==> config.mk <==
export PLATFORM = sky130hd
export DESIGN_NAME = call_ret_ctrl
export DESIGN_NICKNAME = d
export VERILOG_FILES = /design/src/rtl/cpu_pkg.sv /design/src/rtl/callret_depth.sv /design/src/rtl/call_ret_ctrl.sv
export SDC_FILE = /design/constraint.sdc
export NUM_CORES = 1
export LEC_CHECK = 0
export BUFFER_PORTS_ARGS = -buffer_cell sky130_fd_sc_hd__buf_2
export CAP_MARGIN = 25
export CORE_ASPECT_RATIO = 1.1
export CORE_MARGIN = 2
export CORE_UTILIZATION = 55
export CTS_CLUSTER_SIZE = 40
export DETAILED_ROUTE_END_ITERATION = 7
export PLACE_DENSITY = 0.84
export SETUP_SLACK_MARGIN = 0.15
export SLEW_MARGIN = 20
export SYNTH_ARGS = -nofsm -noshare
export SYNTH_HDL_FRONTEND = slang
export SYNTH_SLANG_ARGS = --single-unit
export TNS_END_PERCENT = 100
==> constraint.sdc <==
create_clock -name clk -period 2.6 [get_ports clk]
set_input_delay 0.26 -clock clk [delete_from_list [all_inputs] [get_ports clk]]
set_output_delay 0.26 -clock clk [all_outputs]
set_load 0.02 [all_outputs]
==> src/rtl/cpu_pkg.sv <==
// Shared widths, reset PC and sequencer state encoding for the call/return path.
package cpu_pkg;

    localparam int PC_W        = 10;
    localparam int STACK_DEPTH = 16;
    localparam int DEPTH_W     = 5;

    localparam logic [PC_W-1:0] RESET_PC = '0;

    typedef enum logic [2:0] {
        RUN       = 3'd0,
        CALL_PUSH = 3'd1,
        RET_POP   = 3'd2,
        RET_LOAD  = 3'd3,
        FAULT     = 3'd4
    } state_e;

endpackage

==> src/rtl/callret_depth.sv <==
// Outstanding-call counter with full/empty compares; only built when
// CALLRET_DEPTH_CHECK_EN is defined.
module callret_depth
    import cpu_pkg::*;
(
    input  logic               clk,
    input  logic               reset,
    input  logic               inc_i,
    input  logic               dec_i,
    output logic [DEPTH_W-1:0] depth_o,
    output logic               full_o,
    output logic               empty_o
);

    logic [DEPTH_W-1:0] depth_q;
    logic [DEPTH_W-1:0] depth_d;

    // Saturating so a stray strobe can never wrap the count.
    always_comb begin
        depth_d = depth_q;
        if (inc_i && !dec_i && !full_o) begin
            depth_d = depth_q + DEPTH_W'(1);
        end else if (dec_i && !inc_i && !empty_o) begin
            depth_d = depth_q - DEPTH_W'(1);
        end
    end

    always_ff @(posedge clk or posedge reset) begin
        if (reset) begin
            depth_q <= '0;
        end else begin
            depth_q <= depth_d;
        end
    end

    assign depth_o = depth_q;
    assign full_o  = (depth_q == DEPTH_W'(STACK_DEPTH));
    assign empty_o = (depth_q == '0);

endmodule

==> src/rtl/call_ret_ctrl.sv <==
// PC sequencer driving push/pop strobes of the return-address stack.
// Depth tracking and the FAULT state exist only with CALLRET_DEPTH_CHECK_EN.
module call_ret_ctrl
    import cpu_pkg::*;
(
    input  logic               clk,
    input  logic               reset,
    input  logic               en,
    input  logic               call,
    input  logic               ret,
    input  logic               jump,
    input  logic [PC_W-1:0]    target,
    output logic [PC_W-1:0]    pc,
    output logic               busy,
    output logic               stk_push,
    output logic               stk_pop,
    output logic [PC_W-1:0]    stk_data_out,
    input  logic [PC_W-1:0]    stk_data_in,
    output logic [DEPTH_W-1:0] depth,
    output logic               fault
);

    state_e            state_q;
    logic [PC_W-1:0]   pc_q;
    logic [PC_W-1:0]   tgt_q;
    logic [PC_W-1:0]   push_data_q;
    logic              depth_full;
    logic              depth_empty;

`ifdef CALLRET_DEPTH_CHECK_EN
    logic depth_inc;
    logic depth_dec;

    // Count moves on the edge that completes each push or load.
    assign depth_inc = (state_q == CALL_PUSH);
    assign depth_dec = (state_q == RET_LOAD);

    callret_depth u_depth (
        .clk     (clk),
        .reset   (reset),
        .inc_i   (depth_inc),
        .dec_i   (depth_dec),
        .depth_o (depth),
        .full_o  (depth_full),
        .empty_o (depth_empty)
    );
`else
    assign depth       = '0;
    assign depth_full  = 1'b0;
    assign depth_empty = 1'b0;
`endif

    always_ff @(posedge clk or posedge reset) begin
        if (reset) begin
            state_q     <= RUN;
            pc_q        <= RESET_PC;
            tgt_q       <= '0;
            push_data_q <= '0;
        end else begin
            case (state_q)
                RUN: begin
                    if (en) begin
                        if (call) begin
                            if (depth_full) begin
                                state_q <= FAULT;
                            end else begin
                                state_q     <= CALL_PUSH;
                                tgt_q       <= target;
                                push_data_q <= pc_q;
                            end
                        end else if (ret) begin
                            state_q <= depth_empty ? FAULT : RET_POP;
                        end else if (jump) begin
                            pc_q <= target;
                        end else begin
                            pc_q <= pc_q + PC_W'(1);
                        end
                    end
                end
                CALL_PUSH: begin
                    pc_q    <= tgt_q;
                    state_q <= RUN;
                end
                RET_POP: begin
                    state_q <= RET_LOAD;
                end
                RET_LOAD: begin
                    // Stack presents pop data the cycle after the strobe.
                    pc_q    <= stk_data_in;
                    state_q <= RUN;
                end
                FAULT: begin
                    state_q <= FAULT;
                end
                default: begin
                    state_q <= RUN;
                end
            endcase
        end
    end

    assign pc           = pc_q;
    assign stk_data_out = push_data_q;
    assign stk_push     = (state_q == CALL_PUSH);
    assign stk_pop      = (state_q == RET_POP);
    assign busy         = (state_q != RUN);
    assign fault        = (state_q == FAULT);

endmodule

==> out/metrics.yaml <==
route:
  postRouteAntennaNets: 0
  routed_via_density: 5.835
  first_pass_iters: 4
  routedWlPerCell_um: 14.85
  drc_errors: 0
  wirelength_um: 3773
  vias: 1482
  drt-initial-drc-count: 40
synthesis:
  ys_warn_count: 0
  synth_commonest_cells: "dfrtp_1 (33), mux2_2 (23), mux2i_1 (11)"
  yosysTopAreaCell: "dfrtp_1"
  ys.flop_type: "dfrtp_1"
  ys_seq_area_frac: 0.4394
  async_flop_share: 1.000
  synth-edff-count: 0
  yosysTopAreaCellShare: 0.4394
  ys_top_cells_by_area: "dfrtp_1 (44%), mux2_2 (14%), mux2i_1 (5.9%), buf_6 (5.4%), a21oi_1 (2.7%)"
  synth.avg_cell_area_sq_um: 11.12
  synth_cell_type_count: 43
  netlist_instances: 169
  synth-seq-cells: 33
  netlist_area_sq_um: 1879
  yosysMostFrequentCell: "dfrtp_1"
clocking:
  clock_path_buffers: 2
  clk_pin_slew_ns: 0.10
  cts.sinks: 33
  tritoncts: "built"
  cts_setup_buffers: 0
  htree_num_levels: 2
  clk_latency_ns: 0.34
  cts-root-buf: "clkbuf_4"
  cts_made_buffers: 5
grt:
  grt.total_usage: 0.2081
  grt.overflow.total: 0
  met1_usage: 0.2388
  met2_usage: 0.3505
  antenna_found_initial: 0
  grt.busiest_layer: "met2"
  first_global_vias: 1394
  use_met3: 0.04921
  grt_max_degree: 34
  grt_pass1_wl_um: 6030
setup_path:
  rr_endpoint: "pc[8]"
  ff2ff_path_depth: 4
  path_buf_inv: 0
  rr_startpoint: "state_q[0]"
  reg2reg_slack_ns: 0.69
  critPathArrivalTime_ns: 2.12
  cpPeakStageDelay_ns: 0.65
  path_class: "reg2reg"
  path_max_fanout: 10
  worstPathCellList: "nor2b_1, nor2_1, a311oi_1, o2bb2ai_1"
  endpoint_kind: "flip-flop"
  crit_path_top_delay_cell: "nor2b_1"
  cp-start-kind: "flip-flop"
  cp_top_family: "simple AND/OR/NAND/NOR gates"
  cp_data_required_time_ns: 2.80
worst_hold_path:
  whs_path_depth: 2
  hold_path_class: "in2reg"
  hold_start: "target[9]"
  hold_end: "tgt_q[9]"
sta:
  maxSlewHeadroom: 0.5072
  period_needed_ns: 1.914
  max_freq_ghz: 0.5226
  drv_slew: 0
  tightest_slew_ns: 0.7377
  clock_skew_ns: 0.007717
  finalHoldViolations: 0
  rsz0062_at_grt: "no"
  timing.setup.tns_ns: 0
  fin_crit_sh: 0.7360
  setup_violations: 0
floorplanning:
  die_w_um: 59.74
  ios: 55
  core_sq_um: 3303
  die_area_sq_um: 3901
  start_util: 0.5689
  die-height_um: 65.31
  num_rows: 22
power_and_ir_drop:
  peakVddDrop_mv: 0.5662
  p_per_area_nw_per_um2: 1153
  leakage_nw: 1.013
  power_mw: 2.469
finish:
  layout.nets: 244
  postLayoutCellArea_sq_um: 2142
  drive_gt1_frac: 0.4083
  antennaDiodeCount: 0
  area_growth_pct: 13.98
placement:
  routabilityCongestion: 0.8264
  port_buffers: 49
  dp_hpwl_um: 2641
  placed_cell_area_sq_um: 2062
status:
  outcome: "completed"
flow_run:
  cap_violations: 0
==> timing repair <==
| item | in CTS | in global routing |
|---|---|---|
| hold buffers | 1 | 0 |
| gates resized for setup | 0 | 0 |
| endpoints found under the setup margin | 0 | 0 |
| hold endpoints to repair | 33 | 0 |
==> worst max-delay path by stage <==
| stage | startpoint | end | slack, ns | cells after the start |
|---|---|---|---|---|
| 2_1_floorplan | state_q[1] | tgt_q[0] | 0.86 | 5 |
| 3_3_place_gp | en | pc[9] | 0.59 | 5 |
| 3_5_place_dp | state_q[0] | pc[8] | 0.72 | 4 |
| 4_1_cts | state_q[0] | pc[8] | 0.68 | 4 |
| 5_1_grt | state_q[0] | pc[8] | 0.49 | 4 |
| 6_report | state_q[0] | pc[8] | 0.69 | 4 |
==> registers in the layout (all words and copies together) (netlist names) <==
name	cells
stk_data_out	10
state_q	3
pc	10
tgt_q	10
==> cells by family after synthesis <==
| kind of cell | share of synthesized area |
|---|---|
| AO/OA/AOI/OAI | 0.1138 |
| XOR/XNOR | 0.004661 |
| adder cells (fa/ha/maj) | 0.006657 |
| buffers and inverters | 0.09521 |
| flip-flops | 0.4394 |
| multiplexers | 0.1964 |
| other | 0.001995 |
| AND/OR/NAND/NOR | 0.1418 |
==> power by group <==
group / leakage (nW) / switching, mW / internal, mW
clock: 0.0413 / 0.178 / 0.157
sequential: 0.398 / 0.227 / 0.752
combinational: 0.573 / 0.624 / 0.532
total: 1.01 / 1.03 / 1.44
==> routing by layer <==
metal  part of all wire  routed length [um]
met4              0.027                 100
met1               0.40                1527
met3              0.050                 188
met2               0.52                1958
met5                  0                   0
==> cell type report <==
cell class,count,area [sq um]
repair buffers,54,285.3
multi-input cells,117,893.4
well taps,36,45.04
inverters,6,22.52
clock inverters,1,5.005
clock buffers,7,65.06
fillers,279,1161
flip-flops and latches,33,825.8
==> metrics by stage <==
step	std cells	util	hold WS (ns)	setup slack [ns]
2_1_floorplan	173	-	0.3889	0.8636
3_3_place_gp	245	0.6231	0.3670	0.5895
3_5_place_dp	245	0.6242	0.3669	0.7184
4_1_cts	254	0.6485	0.1484	0.6776
5_1_grt	254	0.6485	0.1566	0.4889
6_report	254	0.6485	0.1529	0.6863
==> layout by cell type, fill, tap and decap left out, drive strengths merged, types with 2 or more instances in the layout <==
cell type	synthesis	routed
or2b	2	2
nor2	10	10
nand2	7	7
nand3	4	4
conb	1	5
buf	17	53
o211ai	2	2
clkbuf	0	7
nor3	2	2
o32a	2	2
a31oi	2	2
and3	2	2
a22o	4	4
o21bai	2	2
nor2b	3	3
nand4	3	3
a21oi	10	10
or3	2	2
dfrtp	33	33
inv	6	6
nor3b	4	4
mux2	23	23
mux2i	11	11
nor4b	2	2
(Power assumes the default switching activity.)
